[config.mk]
export PLATFORM = sky130hd
export DESIGN_NAME = serial_adder_flat
export DESIGN_NICKNAME = d
export VERILOG_FILES = /design/src/rtl/adder_pkg.sv /design/src/rtl/serial_adder_if.sv /design/src/rtl/full_adder_cell.sv /design/src/rtl/serial_adder.sv /design/src/flat_wrapper.sv
export SDC_FILE = /design/constraint.sdc
export NUM_CORES = 1
export LEC_CHECK = 0
export CORE_MARGIN = 5
export CORE_UTILIZATION = 40
export DETAILED_ROUTE_END_ITERATION = 6
export GPL_TIMING_DRIVEN = 0
export SETUP_SLACK_MARGIN = 0.15
export SYNTH_ARGS = -nofsm -noshare
export SYNTH_HDL_FRONTEND = slang
export SYNTH_SLANG_ARGS = --single-unit
[constraint.sdc]
create_clock -name clk -period 1.9 [get_ports clk]
set_clock_uncertainty 0.1 [all_clocks]
set_input_delay 0.19 -clock clk [delete_from_list [all_inputs] [get_ports clk]]
set_output_delay 0.19 -clock clk [all_outputs]
set_load 0.005 [all_outputs]
[src/rtl/adder_pkg.sv]
// Shared types and helpers for the multi-cycle serial adder.
// State encoding and counter sizing live here so top and bench agree on them.
package adder_pkg;

   typedef enum logic {
      IDLE = 1'b0,
      RUN  = 1'b1
   } adder_state_t;

   // Width of the digit counter; a single-digit adder still needs one bit.
   function automatic int cnt_width(input int width, input int digit);
      int n;
      int w;
      n = width / digit;
      w = $clog2(n);
      return (w < 1) ? 1 : w;
   endfunction

endpackage

[src/rtl/serial_adder_if.sv]
// Request/result bundle between a client and the serial adder.
// start is a request taken at a rising edge where busy=0; done is a one-cycle valid for s/cout/ovf.
interface serial_adder_if
   import adder_pkg::*;
#(
   parameter int WIDTH = 8
);

   logic             start;
   logic [WIDTH-1:0] a;
   logic [WIDTH-1:0] b;
   logic             cin;
   logic             busy;
   logic             done;
   logic [WIDTH-1:0] s;
   logic             cout;
   logic             ovf;
   adder_state_t     state;

   modport master (
      output start, a, b, cin,
      input  busy, done, s, cout, ovf, state
   );

   modport slave (
      input  start, a, b, cin,
      output busy, done, s, cout, ovf, state
   );

endinterface

[src/rtl/full_adder_cell.sv]
// Single-bit full adder, the arithmetic primitive of the serial adder chain.
module full_adder_cell (
   input  logic a,
   input  logic b,
   input  logic cin,
   output logic s,
   output logic cout
);

   assign s    = a ^ b ^ cin;
   assign cout = (a & b) | (cin & (a ^ b));

endmodule

[src/rtl/serial_adder.sv]
// WIDTH-bit adder that sums DIGIT bits per clock through a registered carry.
// Results are loaded only on the final digit and held until the next completion.
module serial_adder
   import adder_pkg::*;
#(
   parameter int WIDTH = 8,
   parameter int DIGIT = 1
) (
   input  logic          clk,
   input  logic          rst_n,
   serial_adder_if.slave bus
);

   localparam int NDIG = WIDTH / DIGIT;
   localparam int CW   = cnt_width(WIDTH, DIGIT);
   localparam logic [CW-1:0] LAST = CW'(NDIG - 1);

   generate
      if (WIDTH < 2 || DIGIT < 1 || (WIDTH % DIGIT) != 0) begin : g_bad_param
         $error("serial_adder: WIDTH (%0d) must be >= 2 and a multiple of DIGIT (%0d)",
                WIDTH, DIGIT);
      end
   endgenerate

   adder_state_t     state;
   logic [WIDTH-1:0] a_sh;
   logic [WIDTH-1:0] b_sh;
   logic [WIDTH-1:0] acc;
   logic             carry;
   logic [CW-1:0]    cnt;
   logic             busy_q;
   logic             done_q;
   logic [WIDTH-1:0] s_q;
   logic             cout_q;
   logic             ovf_q;

   logic [DIGIT:0]   c;
   logic [DIGIT-1:0] sum_d;
   logic [WIDTH-1:0] acc_next;

   assign c[0] = carry;

   genvar i;
   generate
      for (i = 0; i < DIGIT; i++) begin : g_chain
         full_adder_cell u_fa (
            .a   (a_sh[i]),
            .b   (b_sh[i]),
            .cin (c[i]),
            .s   (sum_d[i]),
            .cout(c[i+1])
         );
      end
   endgenerate

   // New digits enter from the MSB side so the LSB digit ends up at bit 0.
   always_comb begin
      acc_next = acc >> DIGIT;
      acc_next[WIDTH-1 -: DIGIT] = sum_d;
   end

   always_ff @(posedge clk or negedge rst_n) begin
      if (!rst_n) begin
         state  <= IDLE;
         a_sh   <= '0;
         b_sh   <= '0;
         acc    <= '0;
         carry  <= 1'b0;
         cnt    <= '0;
         busy_q <= 1'b0;
         done_q <= 1'b0;
         s_q    <= '0;
         cout_q <= 1'b0;
         ovf_q  <= 1'b0;
      end else begin
         done_q <= 1'b0;
         case (state)
            IDLE: begin
               if (bus.start) begin
                  a_sh   <= bus.a;
                  b_sh   <= bus.b;
                  carry  <= bus.cin;
                  acc    <= '0;
                  cnt    <= '0;
                  busy_q <= 1'b1;
                  state  <= RUN;
               end
            end
            RUN: begin
               a_sh  <= a_sh >> DIGIT;
               b_sh  <= b_sh >> DIGIT;
               acc   <= acc_next;
               carry <= c[DIGIT];
               cnt   <= cnt + CW'(1);
               // On the last digit the top cell of the chain is the operand MSB.
               if (cnt == LAST) begin
                  s_q    <= acc_next;
                  cout_q <= c[DIGIT];
                  ovf_q  <= c[DIGIT-1] ^ c[DIGIT];
                  done_q <= 1'b1;
                  busy_q <= 1'b0;
                  state  <= IDLE;
               end
            end
            default: state <= IDLE;
         endcase
      end
   end

   assign bus.busy  = busy_q;
   assign bus.done  = done_q;
   assign bus.s     = s_q;
   assign bus.cout  = cout_q;
   assign bus.ovf   = ovf_q;
   assign bus.state = state;

endmodule

[src/flat_wrapper.sv]
// flat-port wrapper written by rule: the top's interface ports become plain ports
module serial_adder_flat import adder_pkg::*;
#(
   parameter int WIDTH = 8,
   parameter int DIGIT = 1
)
  (clk, rst_n, bus_start, bus_a, bus_b, bus_cin, bus_busy, bus_done, bus_s, bus_cout, bus_ovf, bus_state);
  serial_adder_if #(.WIDTH(WIDTH)) bus_i ();
  input  logic clk;
  input  logic rst_n;
  input wire logic [$bits(bus_i.start)-1:0] bus_start;
  input wire logic [$bits(bus_i.a)-1:0] bus_a;
  input wire logic [$bits(bus_i.b)-1:0] bus_b;
  input wire logic [$bits(bus_i.cin)-1:0] bus_cin;
  output wire logic [$bits(bus_i.busy)-1:0] bus_busy;
  output wire logic [$bits(bus_i.done)-1:0] bus_done;
  output wire logic [$bits(bus_i.s)-1:0] bus_s;
  output wire logic [$bits(bus_i.cout)-1:0] bus_cout;
  output wire logic [$bits(bus_i.ovf)-1:0] bus_ovf;
  output wire logic [$bits(bus_i.state)-1:0] bus_state;
  assign bus_i.start = bus_start;
  assign bus_i.a = bus_a;
  assign bus_i.b = bus_b;
  assign bus_i.cin = bus_cin;
  assign bus_busy = bus_i.busy;
  assign bus_done = bus_i.done;
  assign bus_s = bus_i.s;
  assign bus_cout = bus_i.cout;
  assign bus_ovf = bus_i.ovf;
  assign bus_state = bus_i.state;
  serial_adder #(.WIDTH(WIDTH), .DIGIT(DIGIT)) u_core (.clk(clk), .rst_n(rst_n), .bus(bus_i));
endmodule
### Word level (Yosys, flattened, before mapping)

Cells that the tools add are included.

* multipliers: 0
* reduce and logical (&&, ||, !) cells: 2
* $lt $le $gt $ge: 0
* bitwise logic cells: 7
* add/sub/neg operators: 1
* divide/modulo/power cells: 0
* eq/ne operators: 3
* mux-type cells: 18
* shift operators: 0

Operator list (count)
* $pmux 8 s2: 3
* $mux 8: 3
* $mux 1: 7
* $pmux 1 s2: 3
* $pmux 3 s2: 1
* $ne 2x2->1 const B: 2
* $reduce_and 2->1: 2
* $add 3x1->3 const B: 1
* $eq 3x3->1 const B: 1
* $mux 3: 1
* $xor 1x1->1: 3
* $and 1x1->1: 2
* $not 1->1: 1
* $or 1x1->1: 1

* logic and storage cells: 42
* bits of input ports: 20
* output and inout port bits: 13
* flip-flop bits (word level): 41
* bits in latches: 0
* bits in writable memories: 0
* memories kept: 0
* bits in read-only memories: 0

### Logic depth before layout (Yosys ltp)

Gate-level depths: netlist of the first run.

* word-level depth: 4
* depth in mapped cells: 5
* depth with buffers taken out: 4

### Cells and area by module

From an unflattened synthesis of the first run, not the netlist that was laid out.

* cells, all modules: 143
* area total of the unflattened synthesis: 1746.7 µm²

By module, submodules not included
* serial_adder: area an instance 1726.7 µm², sequential area each 1001.0 µm², cells each 142, instances 1
* full_adder_cell: area an instance 20.0 µm², sequential area each 0.0 µm², cells each 1, instances 1

### Worst setup path after synthesis of the first run

Ideal clock, no wire load.

* kind: reg2reg
* start: register u_core.cnt[0]
* end: register u_core.cout_q, in the netlist u_core.bus.cout
* path buffers: 1
* arrival: 1.312 ns
* data required time: 1.675 ns
* library setup time: 0.125 ns
* cell stages (with the launch flop): 6
* period minus slack after synthesis: 1.537 ns
* path slack: 0.363 ns
* cells stage by stage: dfrtp_1 ha_1 ha_1 nand2_1 buf_6 mux2_4

* longest elaborated chain between the ends: 2

Ends and longest elaborated chain
* start: declaration: RTL line serial_adder.sv:30 `logic [CW-1:0] cnt;`
* start signal: assignment: RTL line serial_adder.sv:94 `cnt <= cnt + CW'(1);`
* $eq 3x3->1: RTL line serial_adder.sv:96 `if (cnt == LAST) begin`
* $reduce_and 2->1 (no line)
* end signal: assignment: RTL line serial_adder.sv:98 `cout_q <= c[DIGIT];`
* end: declaration: RTL line serial_adder.sv:34 `logic cout_q;`

Every way passes these cells.
A chain may end at the register's enable or synchronous reset.

### Worst setup path after layout of the first run

* start: register u_core.cnt[0]
* end: register u_core.s_q[3], in the netlist u_core.bus.s[3]

* longest elaborated chain between the ends: 2

Ends and longest elaborated chain
* $eq 3x3->1: RTL line serial_adder.sv:96
* $reduce_and 2->1 (no line)
* end signal: assignment: RTL line serial_adder.sv:97 `s_q <= acc_next;`
* end: declaration: RTL line serial_adder.sv:33 `logic [WIDTH-1:0] s_q;`

Every way passes these cells.

==> summary.txt, run 1 <==
Synthesis
  – Sequential area share after synthesis: 58.0%
  – #FFs+latches synth: 40
  – Post-Synthesis Cells: 136
  – Synth warnings: 0
  – Synth Area per Inst: around 13 um2
  – Synthesized cell area: between 0.0015 and 0.002 mm2
  – Yosys cell types: 20
  – Synthesized Nets: between 150 and 200

Die
  – Die Wd: between 70 and 80 um
  – Rows: 23
  – Die area: ~0.0057 mm2
  – Core Box Area: 0.00409 mm2
  – Initial core utilization: between 40% and 50%
  – Die height: 75.7 um
  – I/O pin count: 33

Global route
  – GR Overflow Total: 0
  – Vias in the first global route: between 1000 and 1500
  – First-pass GRT wire length: approximately 5600 um
  – Initial antenna violation count: 0
  – Pin count of the biggest net entering global routing: between 40 and 50
  – Total GRT Usage: roughly an eighth

STA
  – Slew Viols, Final: 0
  – Relative slew slack: around two fifths
  – Setup ws final: ~260 ps
  – Fin. Hold Viols: 0
  – RSZ-0062 raised after global routing: false
  – WHS: approximately 150 ps
  – Fin crit share: between 80% and 90%
  – Setup Viol. Count Final: 0
  – Slew at the pin closest to its max-slew limit: approximately 880 ps
  – Setup TNS: 0 ps
  – Peak Freq: slightly above 600 MHz
  – Fin crit period: between 1500 and 2000 ps

Setup path
  – CP max stage delay: ~390 ps
  – Most used cell, CP: ha_1
  – Crit-path cells: ha_1, ha_1, nand2_1, buf_6, mux2_4
  – Critical Path Start Type: register
  – WP data arrival: 1710 ps
  – Slowest stage cell, crit path: dfrtp_1
  – Worst Setup Path Type: register to register
  – CP max FO: 10
  – Worst Path Required: 1970 ps
  – CP Capture Type: register

Routing
  – Detailed Routing Iterations Pass 1: 3
  – Final routed DRC violation total: 0
  – Final WL: roughly 3300 um
  – Vias per cell: ~5
  – DRT iter0 DRCs: 39
  – Avg WL per Cell: around 15 um
  – DR vias: 1118
  – Final ANT Viol Nets: 0

Cells and area
  – Final #Nets: slightly below 200
  – Post-route cell area: approximately 0.0022 mm2
  – Final std cells w/o fill: ~230
  – Area growth from synthesis to layout: 27.5%
  – Fin util: about 54%
  – N_diodes: 0
  – Fraction of layout cells with a size suffix above 1: roughly 16%

Clock network
  – Clock transition at path regs: 70 ps
  – CTS buffer count: 5
  – H-tree depth: 2
  – Clock sink count: 40
  – Worst skew pair latency: 290 ps
  – Longest Clk Path Bufs: 2
  – TritonCTS clock tree: done
  – CTS root buffer: clkbuf_8
  – Post_cts resized: 0

Placement
  – Placed instance area: ~0.0021 mm2
  – Input/output buffers: 31
  – Dpl hpwl: 2390 um
  – Placed insts: around 220
  – Setup WS pre-CTS: 248 ps
  – Placer Congestion: between 0.7 and 0.8

Outcome
  – Status: completed

Job
  – Max Cap Viol: 0

Power
  – PwrDens: between 1000 and 1500 mW/mm2
  – Tot Pwr: 3.16 mW
  – Peak VDD IR: 0.582 mV
  – Static Leak: roughly 1.1 nW

Min path
  – Hold Crit Class: input port to register
[cells in the mapped netlist]
cell | instances | share of area (%)
xor2_1 | 1 | 0.51
mux2_2 | 2 | 1.3
clkbuf_1 | 1 | 0.22
buf_6 | 2 | 1.3
a22o_1 | 6 | 3.0
buf_2 | 4 | 1.2
nand2b_1 | 3 | 1.1
nand2_1 | 19 | 4.1
nor2_1 | 3 | 0.65
buf_4 | 2 | 0.87
dfrtp_1 | 40 | 58
o21ai_0 | 18 | 5.2
fa_1 | 1 | 1.2
ha_1 | 3 | 2.2
inv_1 | 2 | 0.44
nor2_2 | 1 | 0.36
mux2_4 | 9 | 7.8
o22ai_1 | 1 | 0.36
a21oi_1 | 1 | 0.29
mux2i_1 | 17 | 9.9
[repair_timing]
action | in CTS | in global routing
endpoints found under the hold margin | 40 | 0
buffers inserted | 0 | 0
hold buffers | 1 | 0
[cell usage in the layout, fill, tap and decap left out]
master,count
dfrtp_1,40
clkdlybuf4s50_1,30
nand2_1,19
o21ai_0,18
mux2i_1,17
mux2_4,9
clkbuf_8,7
a22o_1,6
buf_2,5
nand2b_1,3
nor2_1,3
ha_1,3
buf_6,2
inv_1,2
buf_4,2
mux2_2,2
nor2_2,1
a21oi_1,1
clkbuf_1,1
o22ai_1,1
xor2_1,1
fa_1,1
dlygate4sd3_1,1
[registers in the layout, indices dropped and copies added, names as in the netlist]
signal            cells
u_core.b_sh           8
u_core.cnt            3
u_core.bus.state      1
u_core.bus.busy       1
u_core.acc            7
u_core.bus.ovf        1
u_core.bus.cout       1
u_core.carry          1
u_core.bus.s          8
u_core.a_sh           8
u_core.bus.done       1
[layer usage]
metal  global-route usage [%]  wire (um)  vias up
met1                     16.3       1490      539
li1                         -          -      544
met2                     22.0       1600       28
met4                     5.24         53        0
met5                        0          0        -
met3                     4.35        198        7
[cell families (layout without fill, tap and decap cells)]
| family | after synthesis | in the layout | share of synthesized area, % |
|---|---|---|---|
| adder cells (fa/ha/maj) | 4 | 4 | 3.34 |
| flip-flops | 40 | 40 | 58.0 |
| AO/OA/AOI/OAI | 26 | 26 | 8.92 |
| buffers and inverters | 11 | 50 | 3.99 |
| multiplexers | 28 | 28 | 19.0 |
| XOR/XNOR | 1 | 1 | 0.508 |
| AND/OR/NAND/NOR | 26 | 26 | 6.24 |
[cell type report]
| class | instances | area (um2) |
|---|---|---|
| inverters | 2 | 7.51 |
| fillers | 370 | 1890 |
| plain buffers | 9 | 61.3 |
| clock buffers | 7 | 96.3 |
| repair buffers | 32 | 315 |
| well taps | 50 | 62.6 |
| flip-flops and latches | 40 | 1000 |
| multi-input cells | 85 | 656 |
[worst paths after layout]
path | startpoint | end | slack, ps | cells after the start
hold reg to reg | u_core.a_sh[5] | u_core.a_sh[4] | 390 | 2
min in group asynchronous | rst_n | u_core.acc[1] | 470 | 2
setup / recovery | u_core.cnt[0] | u_core.bus.s[3] | 260 | 5
hold / removal | bus_start | u_core.a_sh[2] | 150 | 3
setup reg to reg | u_core.cnt[0] | u_core.bus.s[3] | 260 | 5
max in group asynchronous | rst_n | u_core.acc[5] | 680 | 2
[where the power goes]
group | switching (mW) | internal (mW) | total [mW] | leakage (nW)
Combinational | 0.465 | 0.689 | 1.15 | 0.490
Sequential | 0.218 | 1.19 | 1.41 | 0.519
Clock | 0.269 | 0.323 | 0.592 | 0.0503
[worst max-delay path: cells and delay by family, from the launching register on]
family	cells	cell delay [ps]
muxes	1	310
buffers and inverters	1	180
and+or+nand+nor	1	120
adders and majority gates	2	440
DFF	1	390
Note: power is estimated with default switching activity, not from simulation.
==> run 2, diff against run 1 <==
--- a/config.mk
+++ b/config.mk
@@ -7,8 +7,8 @@
 export LEC_CHECK = 0
 export CORE_MARGIN = 5
 export CORE_UTILIZATION = 40
+export CTS_BUF_LIST = sky130_fd_sc_hd__clkbuf_8
 export DETAILED_ROUTE_END_ITERATION = 6
-export GPL_TIMING_DRIVEN = 0
 export SETUP_SLACK_MARGIN = 0.15
 export SYNTH_ARGS = -nofsm -noshare
 export SYNTH_HDL_FRONTEND = slang
==> summary.txt, run 2 (same netlist as run 1, synthesis figures left out) <==
Die
  – Initial core utilization: 42.2% (unchanged)
  – Die Wd: 75.7 um (unchanged)
  – Core Box Area: 0.00409 mm2 (unchanged)
  – Die height: 75.7 um (unchanged)
  – I/O pin count: 33 (unchanged)
  – Die area: 0.00573 mm2 (unchanged)
  – Rows: 23 (unchanged)

Job
  – Max Cap Viol: 0 (unchanged)

Setup path
  – Worst Setup Path Type: register to register
  – CP max stage delay: 390 ps (about the same)
  – CP startpoint: u_core.cnt[0]
  – Critical Path Start Type: register
  – Crit-path cells: ha_1, ha_1, nand2_1, buf_4, mux2_2
  – Slowest stage cell, crit path: dfrtp_1
  – CP Capture Type: register
  – Worst Path Required: 1970 ps (about the same)
  – Worst r2r src: u_core.cnt[0]
  – Most used cell, CP: ha_1
  – CP max FO: 11 (+1)
  – WP data arrival: 1730 ps (+20 ps)

Global route
  – First-pass GRT wire length: 5480 um (-2.1%)
  – Vias in the first global route: 1156 (-0.17%)
  – Pin count of the biggest net entering global routing: 41 (unchanged)
  – Total GRT Usage: 12.8% (-0.54 points)
  – Initial antenna violation count: 0 (unchanged)
  – GR Overflow Total: 0 (unchanged)

Power
  – PwrDens: 1470 mW/mm2 (+2.7%)
  – Peak VDD IR: 0.697 mV (+20%)
  – Static Leak: 1.08 nW (+1.5%)

Clock network
  – TritonCTS clock tree: done
  – Clock transition at path regs: 80 ps (about the same)
  – CTS root buffer: clkbuf_8
  – CTS buffer count: 5 (unchanged)
  – Worst skew pair latency: 280 ps (about the same)
  – H-tree depth: 2 (unchanged)
  – Longest Clk Path Bufs: 2 (unchanged)
  – Clock sink count: 40 (unchanged)

STA
  – Slew Viols, Final: 0 (unchanged)
  – Setup TNS: 0 ps (unchanged)
  – RSZ-0062 raised after global routing: false
  – Relative slew slack: 65.7% (+25 points)
  – Fin crit share: 87.3% (+0.99 points)
  – WHS: 385 ps (+236 ps)
  – Peak Freq: 603 MHz (-1.1%)
  – Setup Viol. Count Final: 0 (unchanged)
  – Fin crit period: 1660 ps (+18.7 ps)
  – Slew at the pin closest to its max-slew limit: 514 ps (-371 ps)
  – Fin. Hold Viols: 0 (unchanged)

Cells and area
  – Area growth from synthesis to layout: 29.3%
  – Final #Nets: 198 (-0.50%)
  – N_diodes: 0 (unchanged)
  – Fraction of layout cells with a size suffix above 1: 16.0% (unchanged)
  – Commonest non-fill, non-tap cell in the layout: dfrtp_1
  – Leading cell types in the layout, fill and taps excluded: dfrtp_1 (40), clkdlybuf4s50_1 (31), nand2_1 (19), o21ai_0 (18), mux2i_1 (17)

Routing
  – Final routed DRC violation total: 0 (unchanged)
  – Final ANT Viol Nets: 0 (unchanged)
  – Avg WL per Cell: 13.9 um (-6.7%)
  – DR vias: 1109 (-0.81%)
  – DRT iter0 DRCs: 57 (+46%)
  – Final WL: 3120 um (-6.7%)
  – Vias per cell: 4.93 (-0.81%)
  – Detailed Routing Iterations Pass 1: 3 (unchanged)

Placement
  – Dpl hpwl: 2240 um (-6.2%)
  – Placer Congestion: 0.704 (-3.4%)
  – Input/output buffers: 32 (+3.2%)

Outcome
  – Status: completed

Min path
  – Hold Crit Class: input port to asynchronous set/reset pin
[run 2: cell count changes in the layout (fill, tap and decap cells not counted)]
| cell | before | now |
|---|---|---|
| buf_2 | 5 | 1 |
| clkdlybuf4s50_1 | 30 | 31 |
| buf_4 | 2 | 7 |
| buf_6 | 2 | 0 |
| bufinv_16 | 0 | 1 |
| clkbuf_1 | 1 | 0 |
[run 2: routing by layer]
layer / vias to the layer above / wire [um] / track usage [%]
met5: - / 0 / 0
met1: 529 / 1370 / 16.0
met2: 30 / 1490 / 20.1
met3: 7 / 208 / 4.75
met4: 0 / 48 / 5.24
li1: 543 / - / -
[run 2: layout make-up]
type / count / area (um2)
Sequential cell: 40 / 1000
Timing Repair Buffer: 40 / 378
Inverter: 2 / 7.51
Multi-Input combinational cell: 85 / 656
Fill cell: 382 / 1860
Tap cell: 50 / 62.6
Clock inverter: 1 / 30.0
Clock buffer: 7 / 96.3
[run 2: final timing paths]
kind / endpoint / slack [ps] / cells after the start
worst max-delay path: u_core.bus.s[7] / 240 / 5
worst min-delay path: u_core.bus.s[0] / 390 / 3
worst max register to register: u_core.bus.s[7] / 240 / 5
worst min register to register: u_core.b_sh[0] / 390 / 2
max in group asynchronous: u_core.b_sh[1] / 950 / 3
min in group clk: u_core.b_sh[0] / 390 / 2
[run 2: through the flow]
step	total power [mW]	cells	area (um2)	setup WS (ps)	utilization (%)
floorplan	2.12	136	1730	363	-
global placement	2.52	216	2090	281	51.3
detailed placement	2.58	216	2090	249	51.3
CTS	3.35	225	2230	231	54.6
global route	3.55	225	2230	159	54.6
finish	3.29	225	2230	241	54.6
[run 2: timing repair]
item                      CTS  global route
hold buffers                1             0
resized for setup           0             0
buffers inserted            0             0
hold endpoints to repair   40             0
[run 2: report_power, final]
part           switching [mW]  internal (mW)
registers               0.229           1.19
clock network           0.286          0.463
logic                   0.429          0.690
[run 2: critical path: cells and delay by family, from the launching register on]
family | cells | cell delay [ps]
buffers and inverters | 1 | 220
AND/OR/NAND/NOR | 1 | 60
adder cells (fa/ha/maj) | 2 | 410
flip-flops | 1 | 390
multiplexers | 1 | 350
